==> src/rtl/img2col_feeder.sv <==
// Image-memory reader that walks every KERNEL x KERNEL window of a ROW x ROW map
// at stride 1 and emits each window as tagged pixel pairs for the img2col mapper.
module img2col_feeder #(
    parameter int ROW         = 28,
    parameter int KERNEL      = 5,
    parameter int DATA_WIDTH  = 16,
    parameter int ADDRESS_NUM = 5,
    parameter int MEM_AW      = 10
) (
    input  logic                   clk,
    input  logic                   nrst,
    input  logic                   start,
    output logic                   busy,
    output logic                   done,
    output logic                   mem_rd_en,
    output logic [MEM_AW-1:0]      mem_addr1,
    output logic [MEM_AW-1:0]      mem_addr2,
    input  logic [DATA_WIDTH-1:0]  mem_rdata1,
    input  logic [DATA_WIDTH-1:0]  mem_rdata2,
    output logic                   out_valid,
    input  logic                   out_ready,
    output logic [DATA_WIDTH-1:0]  new1,
    output logic [DATA_WIDTH-1:0]  new2,
    output logic [ADDRESS_NUM-1:0] adrs_in1,
    output logic [ADDRESS_NUM-1:0] adrs_in2,
    output logic                   valid2,
    output logic                   win_last,
    output logic [5:0]             win_row,
    output logic [5:0]             win_col
);

    localparam int KK  = KERNEL * KERNEL;
    localparam int CW  = $clog2(KERNEL + 1);
    localparam int KNW = ADDRESS_NUM + 1;

    typedef enum logic [1:0] {IDLE, ISSUE, LOAD, SEND} state_t;

    // One read lane: ROW-multiple row base plus kernel column offset.
    typedef struct packed {
        logic [MEM_AW-1:0] base;
        logic [CW-1:0]     kc;
    } lane_t;

    localparam lane_t LANE_ZERO = '{base: '0, kc: '0};

    function automatic lane_t lane_step(input lane_t l);
        lane_t n;
        if (l.kc == CW'(KERNEL - 1)) begin
            n.kc   = '0;
            n.base = l.base + MEM_AW'(ROW);
        end else begin
            n.kc   = l.kc + CW'(1);
            n.base = l.base;
        end
        return n;
    endfunction

    state_t r_state, w_next;

    logic [KNW-1:0]         r_k;
    lane_t                  r_l1, r_l2;
    logic [5:0]             r_wr, r_wc;
    logic [MEM_AW-1:0]      r_wbase;
    logic                   r_done;
    logic [DATA_WIDTH-1:0]  r_new1, r_new2;
    logic [ADDRESS_NUM-1:0] r_adrs1, r_adrs2;
    logic                   r_valid2, r_win_last;
    logic [5:0]             r_win_row, r_win_col;

    logic                   w_valid2, w_win_last, w_sweep_end, w_accept;
    logic [MEM_AW-1:0]      w_addr1, w_addr2_raw;
    lane_t                  w_l1_nx, w_l2_nx, w_win_l1;
    logic [5:0]             w_nwr, w_nwc;
    logic [MEM_AW-1:0]      w_nwbase;

    assign w_valid2    = (r_k + KNW'(1)) < KNW'(KK);
    assign w_win_last  = (r_k + KNW'(2)) >= KNW'(KK);
    assign w_sweep_end = w_win_last && (r_wc == 6'(ROW - KERNEL)) && (r_wr == 6'(ROW - KERNEL));
    assign w_accept    = (r_state == SEND) && out_ready;

    assign w_addr1     = r_l1.base + MEM_AW'(r_wc) + MEM_AW'(r_l1.kc);
    assign w_addr2_raw = r_l2.base + MEM_AW'(r_wc) + MEM_AW'(r_l2.kc);
    assign mem_addr1   = w_addr1;
    assign mem_addr2   = w_valid2 ? w_addr2_raw : w_addr1;

    // Next pair inside a window: lane 1 takes lane 2's successor, lane 2 one further.
    assign w_l1_nx  = lane_step(r_l2);
    assign w_l2_nx  = lane_step(w_l1_nx);
    assign w_win_l1 = '{base: w_nwbase, kc: '0};

    always_comb begin
        // NOTE: every combinational output gets a default first so no latch is inferred.
        w_nwr    = r_wr;
        w_nwc    = r_wc + 6'd1;
        w_nwbase = r_wbase;
        if (r_wc == 6'(ROW - KERNEL)) begin
            w_nwc    = '0;
            w_nwr    = r_wr + 6'd1;
            w_nwbase = r_wbase + MEM_AW'(ROW);
        end
    end

    // NOTE: clocked state uses non-blocking assignments so all registers update together.
    always_ff @(posedge clk or negedge nrst) begin
        if (!nrst) r_state <= IDLE;
        else       r_state <= w_next;
    end

    always_comb begin
        w_next = r_state;
        case (r_state)
            IDLE:    if (start) w_next = ISSUE;
            ISSUE:   w_next = LOAD;
            LOAD:    w_next = SEND;
            SEND:    if (out_ready) w_next = w_sweep_end ? IDLE : ISSUE;
            default: w_next = IDLE;
        endcase
    end

    always_comb begin
        mem_rd_en = 1'b0;
        out_valid = 1'b0;
        busy      = 1'b0;
        case (r_state)
            ISSUE:   begin mem_rd_en = 1'b1; busy = 1'b1; end
            LOAD:    busy = 1'b1;
            SEND:    begin out_valid = 1'b1; busy = 1'b1; end
            default: ;
        endcase
    end

    always_ff @(posedge clk or negedge nrst) begin
        if (!nrst) begin
            r_k        <= '0;
            r_l1       <= LANE_ZERO;
            r_l2       <= LANE_ZERO;
            r_wr       <= '0;
            r_wc       <= '0;
            r_wbase    <= '0;
            r_done     <= 1'b0;
            r_new1     <= '0;
            r_new2     <= '0;
            r_adrs1    <= '0;
            r_adrs2    <= '0;
            r_valid2   <= 1'b0;
            r_win_last <= 1'b0;
            r_win_row  <= '0;
            r_win_col  <= '0;
        end else begin
            r_done <= 1'b0;
            if (r_state == IDLE && start) begin
                r_k     <= '0;
                r_wr    <= '0;
                r_wc    <= '0;
                r_wbase <= '0;
                r_l1    <= LANE_ZERO;
                r_l2    <= lane_step(LANE_ZERO);
            end
            if (r_state == LOAD) begin
                r_new1     <= mem_rdata1;
                r_new2     <= w_valid2 ? mem_rdata2 : '0;
                r_adrs1    <= ADDRESS_NUM'(r_k);
                r_adrs2    <= w_valid2 ? ADDRESS_NUM'(r_k + KNW'(1)) : '0;
                r_valid2   <= w_valid2;
                r_win_last <= w_win_last;
                if (r_k == '0) begin
                    r_win_row <= r_wr;
                    r_win_col <= r_wc;
                end
            end
            if (w_accept) begin
                if (!w_win_last) begin
                    r_k  <= r_k + KNW'(2);
                    r_l1 <= w_l1_nx;
                    r_l2 <= w_l2_nx;
                end else if (!w_sweep_end) begin
                    r_k     <= '0;
                    r_wr    <= w_nwr;
                    r_wc    <= w_nwc;
                    r_wbase <= w_nwbase;
                    r_l1    <= w_win_l1;
                    r_l2    <= lane_step(w_win_l1);
                end
                r_done <= w_sweep_end;
            end
        end
    end

    assign done     = r_done;
    assign new1     = r_new1;
    assign new2     = r_new2;
    assign adrs_in1 = r_adrs1;
    assign adrs_in2 = r_adrs2;
    assign valid2   = r_valid2;
    assign win_last = r_win_last;
    assign win_row  = r_win_row;
    assign win_col  = r_win_col;

endmodule

==> config.mk <==
export PLATFORM = sky130hd
export DESIGN_NAME = img2col_feeder
export DESIGN_NICKNAME = d
export VERILOG_FILES = /design/src/rtl/img2col_feeder.sv
export SDC_FILE = /design/constraint.sdc
export NUM_CORES = 1
export LEC_CHECK = 0
export CORE_AREA = 2 2 144 146
export CTS_CLUSTER_SIZE = 28
export DETAILED_ROUTE_END_ITERATION = 8
export DIE_AREA = 0 0 146 148
export GPL_TIMING_DRIVEN = 0
export PLACE_DENSITY = 0.55
export SKIP_CTS_REPAIR_TIMING = 1
export SYNTH_ARGS = -nofsm -noshare
export SYNTH_HDL_FRONTEND = slang
export SYNTH_SLANG_ARGS = --single-unit
==> constraint.sdc <==
create_clock -name clk -period 7.29 [get_ports clk]
set_input_delay 1.458 -clock clk [delete_from_list [all_inputs] [get_ports clk]]
set_output_delay 1.458 -clock clk [all_outputs]
set_load 0.02 [all_outputs]
After elaboration in Yosys (flattened, before gate mapping)
Cells that the tools add are included.
{"block": "totals", "in_bits": 36, "output_inout_bits": 80, "wordCells": 92, "reg_bits": 113}
{"block": "classes", "magnitude_cmp": 2, "muxes": 40, "reduce_logical": 9, "n_addsub": 13, "eq_ne": 10}
{"operator": "$mux 13", "count": 10}
{"operator": "$mux 6", "count": 14}
{"operator": "$mux 10", "count": 6}
{"operator": "$add 10x5->10 const B", "count": 3}
{"operator": "$add 10x3->10", "count": 2}
{"operator": "$add 10x6->10", "count": 2}
{"operator": "$add 6x1->6 const B", "count": 3}
{"operator": "$mux 16", "count": 1}
{"operator": "$eq 6x5->1 const B", "count": 2}
{"operator": "$pmux 2 s4", "count": 1}
{"operator": "$add 3x1->3 const B", "count": 2}
{"operator": "$add 6x2->6 const B", "count": 1}
{"operator": "$eq 3x3->1 const B", "count": 2}
{"operator": "$ge 6x5->1 const B", "count": 1}
{"operator": "$logic_not 6->1", "count": 1}
{"operator": "$lt 6x5->1 const B", "count": 1}
{"operator": "$mux 1", "count": 5}
{"operator": "$mux 5", "count": 1}
{"operator": "$eq 2x2->1 const B", "count": 2}
{"operator": "$logic_and 1x1->1", "count": 4}
{"operator": "$mux 2", "count": 2}
{"operator": "$ne 2x2->1 const B", "count": 2}
{"operator": "$ne 4x3->1 const B", "count": 1}
{"operator": "$reduce_and 2->1", "count": 2}
{"operator": "other kinds (3)", "count": 3}

Longest topological paths before layout
{"block": "depth", "depth_word": 7, "depth_mapped": 12, "ltp_nobuf": 12}

Worst setup path after synthesis
OpenSTA, ideal clock, no wires.
{"block": "synth_path", "path_type": "register to output", "start": "register r_l2[1] (netlist name)", "end": "output mem_addr2[7]", "path_buffers": 0, "t_arrival_ns": 2.791, "t_required_ns": 5.832, "path_slack_ns": 3.041, "stages_incl_launch_ff": 10, "cell_sequence": "dfrtp_1 -> fa_1 -> ha_1 -> fa_1 -> a21o_1 -> a21oi_1 -> o21bai_1 -> a21oi_1 -> xor2_1 -> o21ai_0"}
{"block": "synth_via", "elab_chain_cells": 2}
{"element": "start, declared", "line": "61", "source": "lane_t r_l1, r_l2;"}
{"element": "start signal, assigned", "line": "157", "source": "r_l2 <= lane_step(LANE_ZERO);"}
{"element": "start signal, assigned", "line": "175", "source": "r_l2 <= w_l2_nx;"}
{"element": "start signal, assigned", "line": "182", "source": "r_l2 <= lane_step(w_win_l1);"}
{"element": "$add 10x3->10", "line": "82", "source": "assign w_addr2_raw = r_l2.base + MEM_AW'(r_wc) + MEM_AW'(r_l2.kc);"}
{"element": "$mux 10", "line": "84", "source": "assign mem_addr2 = w_valid2 ? w_addr2_raw : w_addr1;"}
{"element": "end, declared", "line": "17", "source": "output logic [MEM_AW-1:0] mem_addr2,"}
Every way passes these cells.

Final worst setup path
{"block": "layout_path", "start": "register r_wc[1]", "end": "output mem_addr2[9]"}
{"block": "layout_via", "elab_chain_cells": 3, "word_cells_on_any_way": 5, "cone_classes": "add/sub: 4; mux: 1"}
{"element": "start, declared", "line": "62", "source": "logic [5:0] r_wr, r_wc;"}
{"element": "start signal, assigned", "line": "179", "source": "r_wc <= w_nwc;"}
{"element": "$add 10x6->10, on equally long branches", "line": "81, 82"}
{"element": "$add 10x3->10, on equally long branches", "line": "81, 82"}
{"element": "$mux 10 (*)", "line": "84"}
Every way passes the cells marked *; elsewhere a longest branch is shown, timed or not.

==> flow_metrics.tcl <==
set metrics [dict create \
    vias 5129 \
    syn_nets 696 \
    p_per_area_nw_per_um2 350 \
    synth_cell_types 62 \
    fin_ws_ns 1.99 \
    grt_overflow_total 0 \
    fin_cells 1033 \
    final_core_util_pct 42.2 \
    syn_to_final_growth_pct 33.4 \
    rr_worst_depth 8 \
    power_mw 2.96 \
    maxCapViolCount 0 \
    cts_buffer_depth 2 \
    startpoint_type "flip-flop" \
    layout_commonest_cell "clkdlybuf4s50_1" \
    hold_path_end "r_l1[0]" \
    viasPerCell 4.97 \
    rsz0062_at_grt "false" \
    path_max_fanout 6 \
    core_um2 20000 \
    root_buffer "clkbuf_16" \
    yosysWarnings 0 \
    drt-initial-drc-count 301 \
    finalCriticalPeriod_ns 5.30 \
    maxSlewViolCount 0 \
    antenna_left 0 \
    tns_ns 0 \
    rows 52 \
    maxSlewHeadroom_pct 35.8 \
    clk_pin_slew_worst_paths_ns 0.05 \
    start_util_pct 31.6 \
    pre_cts_ws_ns 2.38 \
    clock_latency_ns 0.41 \
    dpl.hpwl_mm 12.8 \
    vdd_ir_drop_max_v 0.000208 \
    ys_seq_elements 113 \
    outcome "finished, final reports clean" \
    grt_max_degree 62 \
    cts_htree_levels 4 \
    placedCellCount 1001 \
    wl_per_cell_um 16.4 \
    synth_edf_count 0 \
    p_leak_nw 3.77 \
    worstPathArrival_ns 3.84 \
    holdPathStages 2 \
    antenna_found_initial 0 \
    final_cell_mix "clkdlybuf4s50_1 (114), dfrtp_1 (113), nand2_1 (71)" \
    fin_nets 831 \
    worst_r2r_endpoint "r_l1[3]" \
    setup-violations-final 0 \
    syn_area_um2 6340 \
    die_y_um 148 \
    reg2reg_from "r_k[1]" \
    tritoncts "yes" \
    required_ns 5.83 \
    drive_above_1_share_pct 10.6 \
    worstMarginPinSlew_ns 0.964 \
    drc 0 \
    antenna_cells 0 \
    end_kind "output pin" \
    reg2reg_slack_ns 4.32 \
    worstSetupPathType "flip-flop to output pin" \
    fin_crit_sh_pct 72.7 \
    first_pass_iters 5 \
    cts_buffers 17 \
    hold_violations 0 \
    ys.flop_type "dfrtp_1" \
    finClkSkew_ns 0.0109 \
    pin_count 116 \
    hold_path_class "flip-flop to flip-flop" \
    synthArstFlopShare_pct 100 \
    clock-sinks 113 \
    min_from "r_l1[0]" \
    grt_pass1_wl_mm 27.4 \
    dieWidth_um 146 \
    max_freq_mhz 189 \
    gp_congestion 0.894 \
    ys_seq_area_share_pct 44.6 \
    io_buffers 115 \
    fp.dieArea_um2 21600 \
    wl_mm 16.9 \
    grt_pass1_vias 5213 \
    grt_usage_pct 15.9 \
    syn_inst 615 \
    syn_avg_cell_area_um2 10.3 \
]
[layout make-up]
class	instances	area, um2
repair buffers	116	1180
fillers	1967	11600
well taps	270	338
plain buffers	26	135
inverters	37	139
multi-input cells	439	3240
clock inverters	11	136
clock buffers	21	460
flip-flops and latches	113	2830
[stage by stage]
stage,instance area (um2),hold WS (ns)
detailed placement,7860,0.475
global route,8450,0.511
CTS,8450,0.488
floorplan,6340,0.450
finish,8450,0.478
global placement,7830,0.473
[sequential cells by signal (all words and copies together), names as in the netlist, 6 cells and up]
signal and cells:
r_wr 6, r_k 6, r_wc 6, r_wbase 10, new2 16, win_col 6, win_row 6, r_l2 13
r_l1 13, new1 16
[worst max-delay path by stage]
stage / startpoint / to / slack (ns) / cells past startpoint
floorplan: r_l2[1] / mem_addr2[7] / 3.04 / 9
global placement: nrst / win_col[5] / 0.38 / 1
detailed placement: r_wc[1] / mem_addr2[9] / 2.38 / 10
CTS: r_wc[1] / mem_addr2[9] / 1.93 / 10
global route: r_wc[1] / mem_addr2[9] / 1.80 / 10
finish: r_wc[1] / mem_addr2[9] / 1.99 / 10
[cells by family (layout without fill, tap and decap cells)]
logic type      after synthesis  in the layout  synth area share, %
compound gates              144            144                 16.1
xor+xnor                     34             34                 4.70
fa+ha+maj                    45             45                 9.83
buf+inv                      63            211                 4.32
flops                       113            113                 44.6
mux                          42             42                 7.30
simple gates                174            174                 13.1
[per-layer routing]
| metal | track usage [%] | vias to the layer above | wire (um) |
|---|---|---|---|
| li1 | - | 2485 | - |
| met1 | 21.9 | 2506 | 8020 |
| met2 | 25.5 | 120 | 7830 |
| met3 | 3.18 | 18 | 818 |
| met4 | 4.76 | 0 | 235 |
| met5 | 0 | - | 0 |
[report_power, final]
group	total, mW	switching [mW]	leakage, nW	internal [mW]
clock network	0.838	0.287	0.296	0.551
registers	0.893	0.114	1.49	0.778
logic	1.23	0.654	1.98	0.573
total	2.96	1.06	3.77	1.90
[cell usage after synthesis (2+ instances only)]
cell       number  share of area, %
a21o_1          9               1.1
o211ai_1        4              0.47
ha_1           37               7.3
xor2_1          8               1.1
a211oi_1        6              0.71
nand4_1         7              0.69
nor2_1         32               1.9
a32o_1          4              0.63
clkbuf_1       14              0.83
mux2_2         34               6.0
o21ai_1         4              0.32
buf_2           6              0.47
o2bb2ai_1      19               2.6
o31ai_1         5              0.59
nor3_1         11              0.87
nor3b_1         4              0.47
o22ai_1         2              0.20
o311ai_0        2              0.28
nor4_1          3              0.30
inv_1          37               2.2
a31oi_1         3              0.30
nand2_1        71               4.2
o21a_1          4              0.47
o21ai_0        29               2.3
and3_1          4              0.39
xnor2_1        26               3.6
or3_1           3              0.30
buf_6           4              0.71
a221o_1         6              0.95
a21boi_0        2              0.24
nor4b_1         2              0.28
nor2b_1         6              0.59
fa_1            8               2.5
a22o_1          7              0.97
buf_1           2              0.12
a222oi_1        2              0.32
mux2i_1         8               1.3
a21oi_1        21               1.7
dfrtp_1       113                45
a211o_1         4              0.55
nand2b_1        2              0.20
and2_1          5              0.49
nand3_1        16               1.3
[critical path, stage by stage, from the launching register on]
cell	delay (ns)
dfrtp_1	0.52
fa_1	0.48
ha_1	0.25
fa_1	0.43
a21o_1	0.20
a21oi_1	0.21
o21bai_1	0.09
a21oi_1	0.32
nor3_1	0.10
o31a_1	0.29
clkdlybuf4s50_1	0.53
(Power assumes the default switching activity.)
